==> src/rtl/ct_split_pkg.sv <==
// Shared definitions for the ct splitter: packet framing state and sizing helper.
package ct_split_pkg;

  typedef enum logic {
    ST_IDLE = 1'b0,  // awaiting start of packet
    ST_PKT  = 1'b1   // mid-packet, destination mask locked
  } pkt_state_e;

  function automatic int clogb2(input int value);
    int v;
    v = (value > 1) ? value - 1 : 1;
    clogb2 = 0;
    while (v > 0) begin
      clogb2++;
      v = v >> 1;
    end
  endfunction

endpackage

==> src/rtl/ct_split_if.sv <==
// Beat bus for the 1-to-NO splitter: one valid/ready/eop input, NO replicated outputs.
interface ct_split_if #(
  parameter int NO    = 2,
  parameter int WIDTH = 1
);
  logic [WIDTH-1:0]         i_data;
  logic                     i_valid;
  logic                     o_ready;
  logic                     i_eop;
  logic [NO-1:0]            i_mask;
  logic [NO-1:0][WIDTH-1:0] o_data;
  logic [NO-1:0]            o_valid;
  logic [NO-1:0]            o_eop;
  logic [NO-1:0]            i_ready;

  modport slave (
    input  i_data, i_valid, i_eop, i_mask, i_ready,
    output o_ready, o_data, o_valid, o_eop
  );

  modport master (
    output i_data, i_valid, i_eop, i_mask, i_ready,
    input  o_ready, o_data, o_valid, o_eop
  );
endinterface

==> src/rtl/ct_split_track.sv <==
// Per-output acceptance tracker: offers a beat to every masked output that has not
// taken it yet and retires the beat once all masked outputs are covered.
module ct_split_track #(
  parameter int NO = 2
) (
  input  logic          clk,
  input  logic          reset,
  input  logic          valid,
  input  logic [NO-1:0] mask,
  input  logic [NO-1:0] ready,
  output logic [NO-1:0] offer,
  output logic          retire,
  output logic          xfer
);

  logic [NO-1:0] done;
  logic [NO-1:0] accept;
  logic [NO-1:0] clear;

  for (genvar k = 0; k < NO; k++) begin : g_lane
    assign offer[k]  = valid & mask[k] & ~done[k];
    assign accept[k] = offer[k] & ready[k];
    // Output k no longer blocks the beat if served, unselected, or ready now.
    assign clear[k]  = done[k] | ~mask[k] | ready[k];
  end

  assign retire = &clear;
  assign xfer   = valid & retire;

  // done survives i_valid dropping so a resumed beat is never re-offered.
  always_ff @(posedge clk) begin
    if (reset)     done <= '0;
    else if (xfer) done <= '0;
    else           done <= done | accept;
  end

endmodule

==> src/rtl/ct_split.sv <==
// 1-to-NO packet splitter/broadcaster: locks the destination mask at SOP and
// retires each beat only after every selected output has accepted it once.
module ct_split
  import ct_split_pkg::*;
#(
  parameter int NO    = 2,
  parameter int WIDTH = 1
) (
  input  logic     clk,
  input  logic     reset,
  ct_split_if.slave bus
);

  pkt_state_e       state;
  logic [NO-1:0]    pkt_mask;
  logic [NO-1:0]    eff_mask;
  logic [WIDTH-1:0] beat_data;
  logic             xfer;

  assign eff_mask  = (state == ST_PKT) ? pkt_mask : bus.i_mask;
  assign beat_data = bus.i_data;

  ct_split_track #(.NO(NO)) u_track (
    .clk    (clk),
    .reset  (reset),
    .valid  (bus.i_valid),
    .mask   (eff_mask),
    .ready  (bus.i_ready),
    .offer  (bus.o_valid),
    .retire (bus.o_ready),
    .xfer   (xfer)
  );

  for (genvar k = 0; k < NO; k++) begin : g_rep
    assign bus.o_data[k] = beat_data;
    assign bus.o_eop[k]  = bus.i_eop;
  end

  // Single-beat packets return straight to IDLE; the mask is only captured at SOP.
  always_ff @(posedge clk) begin
    if (reset) begin
      state    <= ST_IDLE;
      pkt_mask <= '0;
    end else if (xfer) begin
      if (state == ST_IDLE) pkt_mask <= bus.i_mask;
      state <= bus.i_eop ? ST_IDLE : ST_PKT;
    end
  end

endmodule

==> src/flat_wrapper.sv <==
// flat-port wrapper written by rule: the top's interface ports become plain ports
module ct_split_flat import ct_split_pkg::*;
#(
  parameter int NO    = 2,
  parameter int WIDTH = 1
)
  (clk, reset, bus_i_data, bus_i_valid, bus_i_eop, bus_i_mask, bus_i_ready, bus_o_ready, bus_o_data, bus_o_valid, bus_o_eop);
  ct_split_if #(.NO(NO), .WIDTH(WIDTH)) bus_i ();
  input  logic clk;
  input  logic reset;
  input wire logic [$bits(bus_i.i_data)-1:0] bus_i_data;
  input wire logic [$bits(bus_i.i_valid)-1:0] bus_i_valid;
  input wire logic [$bits(bus_i.i_eop)-1:0] bus_i_eop;
  input wire logic [$bits(bus_i.i_mask)-1:0] bus_i_mask;
  input wire logic [$bits(bus_i.i_ready)-1:0] bus_i_ready;
  output wire logic [$bits(bus_i.o_ready)-1:0] bus_o_ready;
  output wire logic [$bits(bus_i.o_data)-1:0] bus_o_data;
  output wire logic [$bits(bus_i.o_valid)-1:0] bus_o_valid;
  output wire logic [$bits(bus_i.o_eop)-1:0] bus_o_eop;
  assign bus_i.i_data = bus_i_data;
  assign bus_i.i_valid = bus_i_valid;
  assign bus_i.i_eop = bus_i_eop;
  assign bus_i.i_mask = bus_i_mask;
  assign bus_i.i_ready = bus_i_ready;
  assign bus_o_ready = bus_i.o_ready;
  assign bus_o_data = bus_i.o_data;
  assign bus_o_valid = bus_i.o_valid;
  assign bus_o_eop = bus_i.o_eop;
  ct_split #(.NO(NO), .WIDTH(WIDTH)) u_core (.clk(clk), .reset(reset), .bus(bus_i));
endmodule
==> config.mk <==
export PLATFORM = sky130hd
export DESIGN_NAME = ct_split_flat
export DESIGN_NICKNAME = d
export VERILOG_FILES = /design/src/rtl/ct_split_pkg.sv /design/src/rtl/ct_split_if.sv /design/src/rtl/ct_split_track.sv /design/src/rtl/ct_split.sv /design/src/flat_wrapper.sv
export SDC_FILE = /design/constraint.sdc
export NUM_CORES = 1
export LEC_CHECK = 0
export ABC_AREA = 1
export BUFFER_PORTS_ARGS = -buffer_cell sky130_fd_sc_hd__buf_4
export CAP_MARGIN = 20
export CORE_AREA = 2 2 39 41
export CTS_CLUSTER_DIAMETER = 40
export DETAILED_ROUTE_END_ITERATION = 6
export DIE_AREA = 0 0 41 43
export GPL_ROUTABILITY_DRIVEN = 0
export GPL_TIMING_DRIVEN = 0
export HOLD_SLACK_MARGIN = 0.02
export SLEW_MARGIN = 20
export SYNTH_ARGS = -nofsm -noshare
export SYNTH_HDL_FRONTEND = slang
export SYNTH_HIERARCHICAL = 1
export SYNTH_SLANG_ARGS = --single-unit
==> constraint.sdc <==
create_clock -name clk -period 1.3 [get_ports clk]
set_clock_uncertainty 0.05 [all_clocks]
set_input_delay 0.065 -clock clk [delete_from_list [all_inputs] [get_ports clk]]
set_output_delay 0.065 -clock clk [all_outputs]
set_load 0.05 [all_outputs]
### After elaboration in Yosys (flattened, before gate mapping)

Index checks and enable logic that the tools add are counted.

| cells by class | value |
|---|---|
| reductions and logical operators | 2 |
| muxes and demuxes | 2 |
| bitwise operators | 16 |

Operators with widths:

| kind | number |
|---|---|
| bitwise AND 1 bit | 7 |
| inverter 1 bit | 4 |
| OR 1 bit | 4 |
| 2-to-1 mux 2 bit | 1 |
| OR 2 bit | 1 |
| AND reduction 2 bit | 1 |
| OR reduction 2 bit | 1 |
| 2-to-1 mux 1 bit | 1 |

| word-level totals | value |
|---|---|
| bits of input ports | 9 |
| flip-flop bits (word level) | 5 |
| output and inout bits | 7 |

### Longest topological paths before layout

Gate-level depths: netlist of run 1.

| logic depth | value |
|---|---|
| depth after elaboration | 7 |
| mapped depth | 10 |
| gate-level depth less buffers | 10 |

### Cells and area by module

Netlist of run 1, hierarchy kept.

Modules (own cells, without submodules):

| module | cells an instance | seq. area each (µm²) | area each (µm²) | instances |
|---|---|---|---|---|
| ct_split | 26 | 60.1 | 171.4 | 1 |
| ct_split_track | 21 | 40.0 | 125.1 | 1 |

### Worst setup path before layout of run 1

OpenSTA, ideal clock, no wires.

| timing | value |
|---|---|
| path type | register to register |
| from | reg u_core.state |
| to | reg u_core.u_track.done[1] |
| slack | -38 ps |
| library setup time | 65 ps |
| cell stages (with the launch flop) | 7 |
| arrival | 1224 ps |
| cells stage by stage | dfxtp_1 -> nand2_1 -> nand2_1 -> nand2_1 -> nor2_2 -> a21oi_1 -> nor2_1 |

| on the way | value |
|---|---|
| elaborated cells between the ends (all ways) | 14 |

RTL lines:

| item | line | text |
|---|---|---|
| start: declaration | ct_split.sv:14 | `pkt_state_e state;` |
| start signal: assignment | ct_split.sv:46 | `state <= bus.i_eop ? ST_IDLE : ST_PKT;` |
| 2-to-1 mux 2 bit | - |  |
| named net u_core.eff_mask[1] | ct_split.sv:16 | `logic [NO-1:0] eff_mask;` |
| bitwise AND 1 bit (2 in a row) | ct_split_track.sv:21 | `assign offer[k] = valid & mask[k] & ~done[k];` |
| named net bus_o_valid[1] | flat_wrapper.sv:18 | `output wire logic [$bits(bus_i.o_valid)-1:0] bus_o_valid;` |
| bitwise AND 1 bit | ct_split_track.sv:22 | `assign accept[k] = offer[k] & ready[k];` |
| OR 2 bit | ct_split_track.sv:34 | `else done <= done \| accept;` |
| end signal: assignment | ct_split_track.sv:34 |  |
| end: declaration | ct_split_track.sv:16 | `logic [NO-1:0] done;` |

The timed path passes the listed nets, and every way through them passes these cells.
A chain may end at the register's enable or synchronous reset.

### Worst setup path in the final report of run 1

| timing | value |
|---|---|
| from | reg u_core.state |
| to | out bus_o_ready |

| on the way | value |
|---|---|
| word-level cells in the longest chain between the ends | 5 |
| elaborated cells between the ends (all ways) | 8 |

Ends and longest elaborated chain:

| item | line | text |
|---|---|---|
| 2-to-1 mux 2 bit | - |  |
| named net u_core.eff_mask[0] | ct_split.sv:16 |  |
| inverter 1 bit | ct_split_track.sv:24 | `assign clear[k] = done[k] \| ~mask[k] \| ready[k];` |
| OR 1 bit (2 in a row) | ct_split_track.sv:24 |  |
| AND reduction 2 bit | ct_split_track.sv:27 | `assign retire = &clear;` |
| end: declaration | flat_wrapper.sv:16 | `output wire logic [$bits(bus_i.o_ready)-1:0] bus_o_ready;` |

The timed path passes the listed nets, and every way through them passes these cells.

==> results.md, run 1 <==
- Reg2reg path depth: 10
- Mean routed wirelength per cell: 7.573 µm
- Maximum root-to-sink buffer count: 2
- Remaining Overflow, GRT: 0
- Status: finished, final reports clean
- Most Frequent Cell on Critical Path: nand2_2
- DR vias: 319
- Min-delay worst type: in -> reg
- Mapped cell area: 296.5 µm²
- Leakage: 0.2592 nW
- Num rows: 14
- Ys Warns: 6
- # IOs: 16
- First-pass detailed-route iteration total: 4
- Worst setup path end: bus_o_ready
- Crit Path Max Fanout: 4
- Final Max Slew Viols: 0
- Number of synthesized register bits: 5
- Layout cell share with drive strength beyond 1: 48.48%
- Fmax: 816.8 MHz
- Worst Tran Pin Value: 0.1613 ns
- Final setup fails: 0
- CTS tree: built
- Tcrit/Tclk final: 94.18%
- Die Area: 1763 µm²
- H-tree depth: 1
- Final net count: 76
- Crit. Startpoint: u_core/state$_SDFFE_PP0P_
- Peak supply drop: 0.4538 mV
- Crit Path Category: reg -> out
- CP required: 1.19 ns
- Reg-to-Reg End: u_core/pkt_mask[1]$_SDFFE_PP0P_
- Distinct cells, synth: 11
- Initial core utilization: 21.43%
- Die H: 43 µm
- 1st-iter DRT viols: 9
- Worst r2r src: u_core/state$_SDFFE_PP0P_
- Switching power: 0.1864 mW
- Area Overhead vs Synth: 67.09%
- Slowest Stage Delay on Critical Path: 0.34 ns
- Setup TNS: 0 ns
- Final wirelength: 621 µm
- Clock Power Share: 33.1%
- Diode count: 0
- Number of global-route vias before repair: 266
- Hold Slack: 0.03317 ns
- Relative slew slack: 89.23%
- CTS root buffer: clkbuf_4
- CP Launch Type: register
- Syn Nets: 56
- Int Power: 0.3583 mW
- Die width: 41 µm
- # DRC: 0
- Max Cap Viol: 0
- Minimum clock period: 1.224 ns
- Pwr/cell area: 1099 nW/µm²
- Seq/Total Area, Yosys: 33.76%
- Vias/cell: 3.890
- Slowest stage cell, crit path: dfxtp_2
- Num CTS Buffers: 3
- Largest net degree at the start of global routing: 7
- CP cell instances: inv_2 -> nand2_2 -> nand2_2 -> nand3b_1 -> nand2_1 -> inv_1 -> buf_6
- Initial antenna violation count: 0
- GRT Overall Usage: 9.127%
- DP Worst Slack: 0.03249 ns
- Clk Latency, worst-skew pair: 0.24 ns
- Dpl hpwl: 494.3 µm
- Core area: 1384 µm²
- Power Total: 0.5447 mW
- RSZ-0062 raised after global routing: yes
- Post-route ant nets: 0
- Avg Inst Size Synth: 6.309 µm²
- Syn Inst Count: 47
- Critical path capture point type: output pin
- PnR worst setup slack: 0.07568 ns
- Worst-path clk slew: 0.04 ns
- Comb pwr share: 34.7%
- Flop pwr share: 32.2%
- I/O Buffers: 14
- Reg2reg setup slack: 0.10 ns
- Sw Ratio: 34.23%
- Clock Sinks: 5
- CP Data Arrival Time: 1.11 ns
- First-pass GRT wire length: 966 µm
- Hold Vio Cnt, Final: 0
## cell usage in the layout (no fill, tap or decap), types with 2 or more instances in the layout
cell type / count
dfxtp_1: 4
inv_2: 2
nor2_4: 2
nand3_1: 3
nand2_1: 8
nand2_2: 4
nor2_1: 5
clkbuf_4: 3
inv_1: 7
a21oi_1: 3
buf_6: 3
buf_4: 15
## worst min-delay path by stage
stage                              start                           endpoint  slack [ns]  cells after the start
after global routing               reset    u_core/pkt_mask[1]$_SDFFE_PP0P_        0.04                      4
after detailed placement       bus_i_eop          u_core/state$_SDFFE_PP0P_        0.22                      2
after global placement         bus_i_eop          u_core/state$_SDFFE_PP0P_        0.21                      2
after floorplan                bus_i_eop          u_core/state$_SDFFE_PP0P_        0.11                      1
final                     bus_i_ready[0]  u_core/u_track/done[0]$_SDFF_PP0_        0.03                      3
after CTS                 bus_i_ready[0]  u_core/u_track/done[0]$_SDFF_PP0_        0.03                      3
## final cells by class
class / instances / area (µm²)
clock buffers: 4 / 26.28
fillers: 149 / 888.4
flip-flops and latches: 5 / 101.3
multi-input cells: 29 / 157.7
well taps: 16 / 20.02
plain buffers: 4 / 30.03
inverters: 9 / 33.78
repair buffers: 15 / 126.4
## stage by stage
step	instances	util, %	instance area [µm²]
2_1_floorplan	47	-	306.5
3_3_place_gp	77	31.19	431.7
3_5_place_dp	77	31.19	431.7
4_1_cts	82	34.18	473.0
5_1_grt	82	35.80	495.5
6_report	82	35.80	495.5
## power by group through the flow
stage | registers, mW | clock network (mW) | logic (mW)
CTS | 0.175 | 0.192 | 0.178
detailed placement | 0.177 | 0 | 0.172
finish | 0.176 | 0.180 | 0.189
floorplan | 0.176 | 0 | 0.121
global route | 0.176 | 0.210 | 0.203
global placement | 0.178 | 0 | 0.170
## sequential cells by signal, summed over array words and instances (netlist names)
register,flops
u_core/u_track/done,2
u_core/state,1
u_core/pkt_mask,2
## worst max-delay path, delay by kind of cell (launching register included)
kind,cells,cell delay [ns]
buffers and inverters,3,0.26
flip-flops,1,0.34
AND/OR/NAND/NOR,4,0.27
## what timing repair did
item	in CTS	in global routing
pin swaps	0	2
endpoints found under the hold margin	1	0
endpoints found under the setup margin	1	6
buffers inserted	0	0
hold buffers	1	0
gates resized for setup	2	8
## per-layer routing
metal  part of all wire, %  up-vias  GRT usage (%)
met2                    53        7          12.50
met1                    38      137          7.692
met4                     0        0          6.000
met3                   8.2        0          9.424
met5                     0        -              0
li1                      -      175              -
## Yosys cell counts (all sizes together)
master	count	area (µm²)
nand3	4	20.02
a21oi	3	15.01
dfxtp	5	100.1
nor2	8	37.54
inv	9	33.78
nand2	12	45.04
buf	4	30.03
o21bai	1	7.510
nand3b	1	7.510
## kinds of logic after synthesis
logic type | share of synthesized area [%]
buffers and inverters | 21.52
flip-flops | 33.76
AND/OR/NAND/NOR | 37.13
AO/OA/AOI/OAI | 7.594
Note: power is estimated with default switching activity, not from simulation.
==> inputs of run 2 (changes only) <==
- PLACE_DENSITY: not set -> 0.5
==> run 2 against run 1 <==
Non-clock buffer count is the same. Sequential power about the same. Routed wire length decreased by 4.2%. Via count fell by 4.1%. Clock-buffer cell count unchanged. Sequential cell count unchanged. Sequential share of layout area is 0.052 points higher. Critical path type unchanged. Critical endpoint unchanged.
==> results.md, run 2 (synthesis results as in run 1) <==
- Status: finished, final reports clean
- CTS root buffer: clkbuf_4
- Die width: 41 µm (unchanged)
- Design area: 494.2 µm² (-0.25%)
- RSZ-0062 raised after global routing: yes
- GRT Overall Usage: 8.317% (-0.81 points)
- Min-Delay Startpoint: bus_i_ready[0]
- Max Cap Viol: 0 (unchanged)
- Reg2reg setup slack: 0.10 ns (about the same)
- Initial antenna violation count: 0 (unchanged)
- Diode count: 0 (unchanged)
- Clock Power Share: 33.3% (+0.2 points)
- Slowest Stage Delay on Critical Path: 0.35 ns (about the same)
- WHS Endpoint: u_core/u_track/done[0]$_SDFF_PP0_
- Peak supply drop: 0.5547 mV (+22%)
- Crit Path Category: reg -> out
- # IOs: 16 (unchanged)
- Area Overhead vs Synth: 66.67%
- Dpl hpwl: 496.3 µm (+0.40%)
- Fmax: 808.9 MHz (-0.97%)
- WP buf/inv: 3 (unchanged)
- Non-Filler Instances: 82 (unchanged)
- Core area: 1384 µm² (unchanged)
- Hold Crit Depth: 3 (unchanged)
- Most common cell after layout, fill and taps aside: buf_4
- Final net count: 76 (unchanged)
- CP cell instances: inv_2 -> nand2_2 -> nand2_2 -> nand3_1 -> nand2_1 -> inv_1 -> buf_6
- Die H: 43 µm (unchanged)
- CP required: 1.19 ns (about the same)
- Seq. cell area: 101.3 µm² (unchanged)
- Worst r2r src: u_core/state$_SDFFE_PP0P_
- Vias/cell: 3.732 (-4.1%)
- First-pass GRT wire length: 959 µm (-0.72%)
- First-pass detailed-route iteration total: 4 (unchanged)
- CP Launch Type: register
- Comb pwr share: 34.5% (-0.2 points)
- Inst Count DP: 77 (unchanged)
- Hold Slack: 0.02824 ns (-0.004923 ns)
- Final setup fails: 0 (unchanged)
- Post-CTS Setup Inserts: 0 (unchanged)
- Minimum clock period: 1.236 ns (+0.01195 ns)
- Number of global-route vias before repair: 265 (-0.38%)
- Power Total: 0.5463 mW (+0.29%)
- Relative slew slack: 89.94% (+0.71 points)
- CTS tree: built
- Area of the multi-input gates: 152.6 µm² (-3.2%)
- Pwr/cell area: 1105 nW/µm² (+0.55%)
- DR vias: 306 (-4.1%)
- Clock Sinks: 5 (unchanged)
- Clk Latency, worst-skew pair: 0.24 ns (about the same)
- Placed inst area: 431.7 µm² (unchanged)
- Hold Vio Cnt, Final: 0 (unchanged)
- Mean routed wirelength per cell: 7.256 µm (-4.2%)
- 1st-iter DRT viols: 5 (-4)
- I/O Buffers: 14 (unchanged)
- Crit path max-delay family: flip-flops
- Worst Tran Pin Value: 0.1507 ns (-0.01059 ns)
- Initial core utilization: 21.43% (unchanged)
- Tcrit/Tclk final: 95.10% (+0.92 points)
- # DRC: 0 (unchanged)
- Most Frequent Cell on Critical Path: nand2_2
- Post-route ant nets: 0 (unchanged)
- Critical path capture point type: output pin
- Final Max Slew Viols: 0 (unchanged)
- Final wirelength: 595 µm (-4.2%)
- Num rows: 14 (unchanged)
- Die Area: 1763 µm² (unchanged)
- Reg2reg path depth: 9 (-1)
- Sw Ratio: 34.27% (+0.046 points)
- Switching power: 0.1872 mW (+0.43%)
- Leakage: 0.2590 nW (about the same)
- Int Power: 0.3591 mW (+0.22%)
- Min-delay worst type: in -> reg
- Slowest stage cell, crit path: dfxtp_2
- Most frequent cells in the layout: 15 x buf_4, 8 x nand2_1, 7 x inv_1
- Layout cell share with drive strength beyond 1: 46.97% (-1.5 points)
- Worst-path clk slew: 0.05 ns (about the same)
- Final core utilization: 35.71% (-0.090 points)
- Flop pwr share: 32.2% (about the same)
- H-tree depth: 1 (unchanged)
- CP Data Arrival Time: 1.12 ns (about the same)
- Crit Path Max Fanout: 4 (unchanged)
- Largest registers: u_core/pkt_mask (2), u_core/u_track/done (2), u_core/state (1)
- Maximum root-to-sink buffer count: 2 (unchanged)
- Reg-to-Reg End: u_core/pkt_mask[1]$_SDFFE_PP0P_
- Fill count: 152 (+2.0%)
- Largest net degree at the start of global routing: 7 (unchanged)
- Num CTS Buffers: 3 (unchanged)
- Remaining Overflow, GRT: 0 (unchanged)
-- run 2: per-stage QoR --
step	setup TNS [ns]	setup WS, ns
after floorplan	0	0.1236
after global placement	0	0.01101
after detailed placement	0	0.01064
after CTS	0	0.006576
after global routing	-0.02170	-0.01870
final	0	0.06372
-- run 2: how the worst max path moves through the flow --
stage | from | end | slack, ns | cells past startpoint
6_report | u_core/state$_SDFFE_PP0P_ | bus_o_ready | 0.06 | 7
5_1_grt | u_core/state$_SDFFE_PP0P_ | bus_o_ready | -0.02 | 7
4_1_cts | u_core/state$_SDFFE_PP0P_ | bus_o_ready | 0.007 | 7
3_5_place_dp | u_core/state$_SDFFE_PP0P_ | u_core/pkt_mask[1]$_SDFFE_PP0P_ | 0.01 | 9
3_3_place_gp | u_core/state$_SDFFE_PP0P_ | u_core/pkt_mask[1]$_SDFFE_PP0P_ | 0.01 | 9
2_1_floorplan | u_core/state$_SDFFE_PP0P_ | u_core/u_track/done[1]$_SDFF_PP0_ | 0.12 | 6
-- run 2: tightest hold or removal path, stage by stage --
cell and delay (ns):
buf_4 0.08, a21oi_1 0.05, nor2_1 0.08
-- run 2: layout make-up --
cell class | count | area share (%)
Tap cell | 16 | 4.051
Inverter | 9 | 6.835
Buffer | 4 | 6.076
Sequential cell | 5 | 20.51
Clock buffer | 4 | 5.316
Timing Repair Buffer | 15 | 26.33
Multi-Input combinational cell | 29 | 30.89
-- run 2: power by group through the flow --
stage               clock, mW  combinational (mW)  sequential (mW)
floorplan                   0               0.121            0.176
global placement            0               0.171            0.178
detailed placement          0               0.172            0.178
CTS                     0.192               0.175            0.176
global route            0.198               0.205            0.176
finish                  0.182               0.188            0.176
-- run 2: layer usage --
metal,share of wire [%],track usage [%]
met1,50,11.50
met2,42,9.063
met3,7.7,3.141
met4,0,8.000
met5,0,0
-- run 2: what timing repair did --
item                                    in CTS  in global routing
endpoints found under the hold margin        1                  0
endpoints found under the setup margin       4                  6
hold buffers                                 1                  0
pin swaps                                    0                  2
gates resized for setup                      1                  9
==> inputs of run 3 (changes only) <==
- SETUP_SLACK_MARGIN: not set -> 0.1
==> run 3 against run 2 <==
Core utilization rose by 0.81 points. Fmax grew 0.59%. Routed wire length rose by 1.2%. Sequential cell count unchanged. Sequential power about the same. Final cell count stayed put. Critical path type unchanged. Largest power group unchanged. Highest routed layer unchanged.
==> results.md, run 3 (synthesis results as in run 1) <==
- Final wirelength: 602 µm (+1.2%)
- Initial antenna violation count: 0 (unchanged)
- Leakage: 0.2621 nW (+1.2%)
- Post-route ant nets: 0 (unchanged)
- Slowest stage cell, crit path: dfxtp_2
- First-pass detailed-route iteration total: 2 (-2)
- Num rows: 14 (unchanged)
- Min-delay worst type: in -> reg
- CP cell instances: inv_2 -> nand2_2 -> nand2_2 -> nand3b_1 -> nand2_1 -> inv_1 -> buf_6
- Fill count: 149 (-2.0%)
- 1st-iter DRT viols: 2 (-3)
- Comb pwr share: 35.3% (+0.8 points)
- Diode count: 0 (unchanged)
- Uppermost layer routed: met3
- Largest net degree at the start of global routing: 7 (unchanged)
- Area Overhead vs Synth: 70.46%
- CP Data Arrival Time: 1.11 ns (about the same)
- Final setup fails: 0 (unchanged)
- Minimum clock period: 1.229 ns (-0.007275 ns)
- Initial core utilization: 21.43% (unchanged)
- # DRC: 0 (unchanged)
- Die H: 43 µm (unchanged)
- Most frequent cells in the layout: 15 x buf_4, 7 x nand2_1, 7 x inv_1
- Tcrit/Tclk final: 94.54% (-0.56 points)
- Num CTS Buffers: 3 (unchanged)
- Power Total: 0.5502 mW (+0.71%)
- DRT met1 WL: 290 µm (-3.0%)
- Die width: 41 µm (unchanged)
- Dpl hpwl: 496.3 µm (unchanged)
- Layout cell share with drive strength beyond 1: 50.00% (+3.0 points)
- Worst Tran Pin Value: 0.1507 ns (-0.000001192 ns)
- Core area: 1384 µm² (unchanged)
- Relative slew slack: 89.94% (about the same)
- # IOs: 16 (unchanged)
- CP required: 1.19 ns (about the same)
- Number of global-route vias before repair: 273 (+3.0%)
- Design area: 505.5 µm² (+2.3%)
- Clock Power Share: 32.8% (-0.5 points)
- Final net count: 76 (unchanged)
- Worst-path clk slew: 0.05 ns (about the same)
- WP buf/inv: 3 (unchanged)
- Met2 WL post-DR: 264 µm (+6.0%)
- Final Max Slew Viols: 0 (unchanged)
- Int Power: 0.3624 mW (+0.93%)
- Maximum root-to-sink buffer count: 2 (unchanged)
- Largest registers: u_core/pkt_mask (2), u_core/u_track/done (2), u_core/state (1)
- Met3 wire length: 46 µm (unchanged)
- Crit path max-delay family: flip-flops
- I/O Buffers: 14 (unchanged)
- Vias/cell: 3.732 (unchanged)
- Mean routed wirelength per cell: 7.341 µm (+1.2%)
- DR vias: 306 (unchanged)
- CP Launch Type: register
- Die Area: 1763 µm² (unchanged)
- Crit Path Category: reg -> out
- Final core utilization: 36.53% (+0.81 points)
- Pwr/cell area: 1088 nW/µm² (-1.5%)
- Remaining Overflow, GRT: 0 (unchanged)
- Clk Latency, worst-skew pair: 0.24 ns (about the same)
- Crit Path Max Fanout: 4 (unchanged)
- Most Frequent Cell on Critical Path: nand2_2
- Slowest Stage Delay on Critical Path: 0.35 ns (about the same)
- CTS root buffer: clkbuf_4
- Status: finished, final reports clean
- Switching power: 0.1878 mW (+0.29%)
- Hold Slack: 0.02996 ns (+0.001720 ns)
- First-pass GRT wire length: 1.000 mm (+4.3%)
- CTS tree: built
- Most common cell after layout, fill and taps aside: buf_4
- Max Cap Viol: 0 (unchanged)
- Peak supply drop: 0.5588 mV (+0.74%)
- Hold Vio Cnt, Final: 0 (unchanged)
- H-tree depth: 1 (unchanged)
- GRT Overall Usage: 8.617% (+0.30 points)
- Critical path capture point type: output pin
- RSZ-0062 raised after global routing: yes
- Placed inst area: 431.7 µm² (unchanged)
- Flop pwr share: 31.9% (-0.3 points)
- Sw Ratio: 34.13% (-0.14 points)
- Fmax: 813.7 MHz (+0.59%)
- Clock Sinks: 5 (unchanged)
[run 3: power groups by stage]
| stage | clock network, mW | registers (mW) | logic [mW] |
|---|---|---|---|
| floorplan | 0 | 0.176 | 0.121 |
| global placement | 0 | 0.178 | 0.171 |
| detailed placement | 0 | 0.178 | 0.172 |
| CTS | 0.192 | 0.176 | 0.191 |
| global route | 0.198 | 0.176 | 0.211 |
| finish | 0.180 | 0.176 | 0.194 |
[run 3: worst min-delay path, cell delays in order]
cell and delay [ns]:
buf_4 0.08, a21oi_1 0.05, nor2_1 0.08
[run 3: final timing paths]
| kind | startpoint | end | slack, ns | cells past startpoint |
|---|---|---|---|---|
| setup / recovery | u_core/state$_SDFFE_PP0P_ | bus_o_ready | 0.07 | 7 |
| hold / removal | bus_i_ready[0] | u_core/u_track/done[0]$_SDFF_PP0_ | 0.03 | 3 |
| setup reg to reg | u_core/state$_SDFFE_PP0P_ | u_core/pkt_mask[1]$_SDFFE_PP0P_ | 0.11 | 10 |
| hold reg to reg | u_core/state$_SDFFE_PP0P_ | u_core/state$_SDFFE_PP0P_ | 0.48 | 2 |
[run 3: metal layers]
metal,vias up,global-route usage [%]
met4,0,8.000
li1,176,-
met1,120,12.14
met5,-,0
met3,0,3.141
met2,10,9.375
[run 3: timing repair]
| action | in CTS | in global routing |
|---|---|---|
| pin swaps | 4 | 2 |
| setup endpoints to repair | 6 | 6 |
| hold buffers | 1 | 0 |
| buffers inserted | 0 | 0 |
| resized for setup | 11 | 2 |
| endpoints found under the hold margin | 1 | 0 |
[run 3: cell type report]
class	count	area (µm²)	share of cell area, %
well taps	16	20.02	3.960
plain buffers	4	30.03	5.941
inverters	9	33.78	6.683
clock buffers	4	26.28	5.198
multi-input cells	29	160.2	31.68
flip-flops and latches	5	101.3	20.05
repair buffers	15	133.9	26.49
[run 3: stage by stage]
step | setup TNS, ns | std cells | worst slack, ns
4_1_cts | 0 | 82 | 0.04909
2_1_floorplan | 0 | 47 | 0.1236
6_report | 0 | 82 | 0.07100
3_3_place_gp | 0 | 77 | 0.01101
3_5_place_dp | 0 | 77 | 0.01064
5_1_grt | -0.02441 | 82 | -0.02441
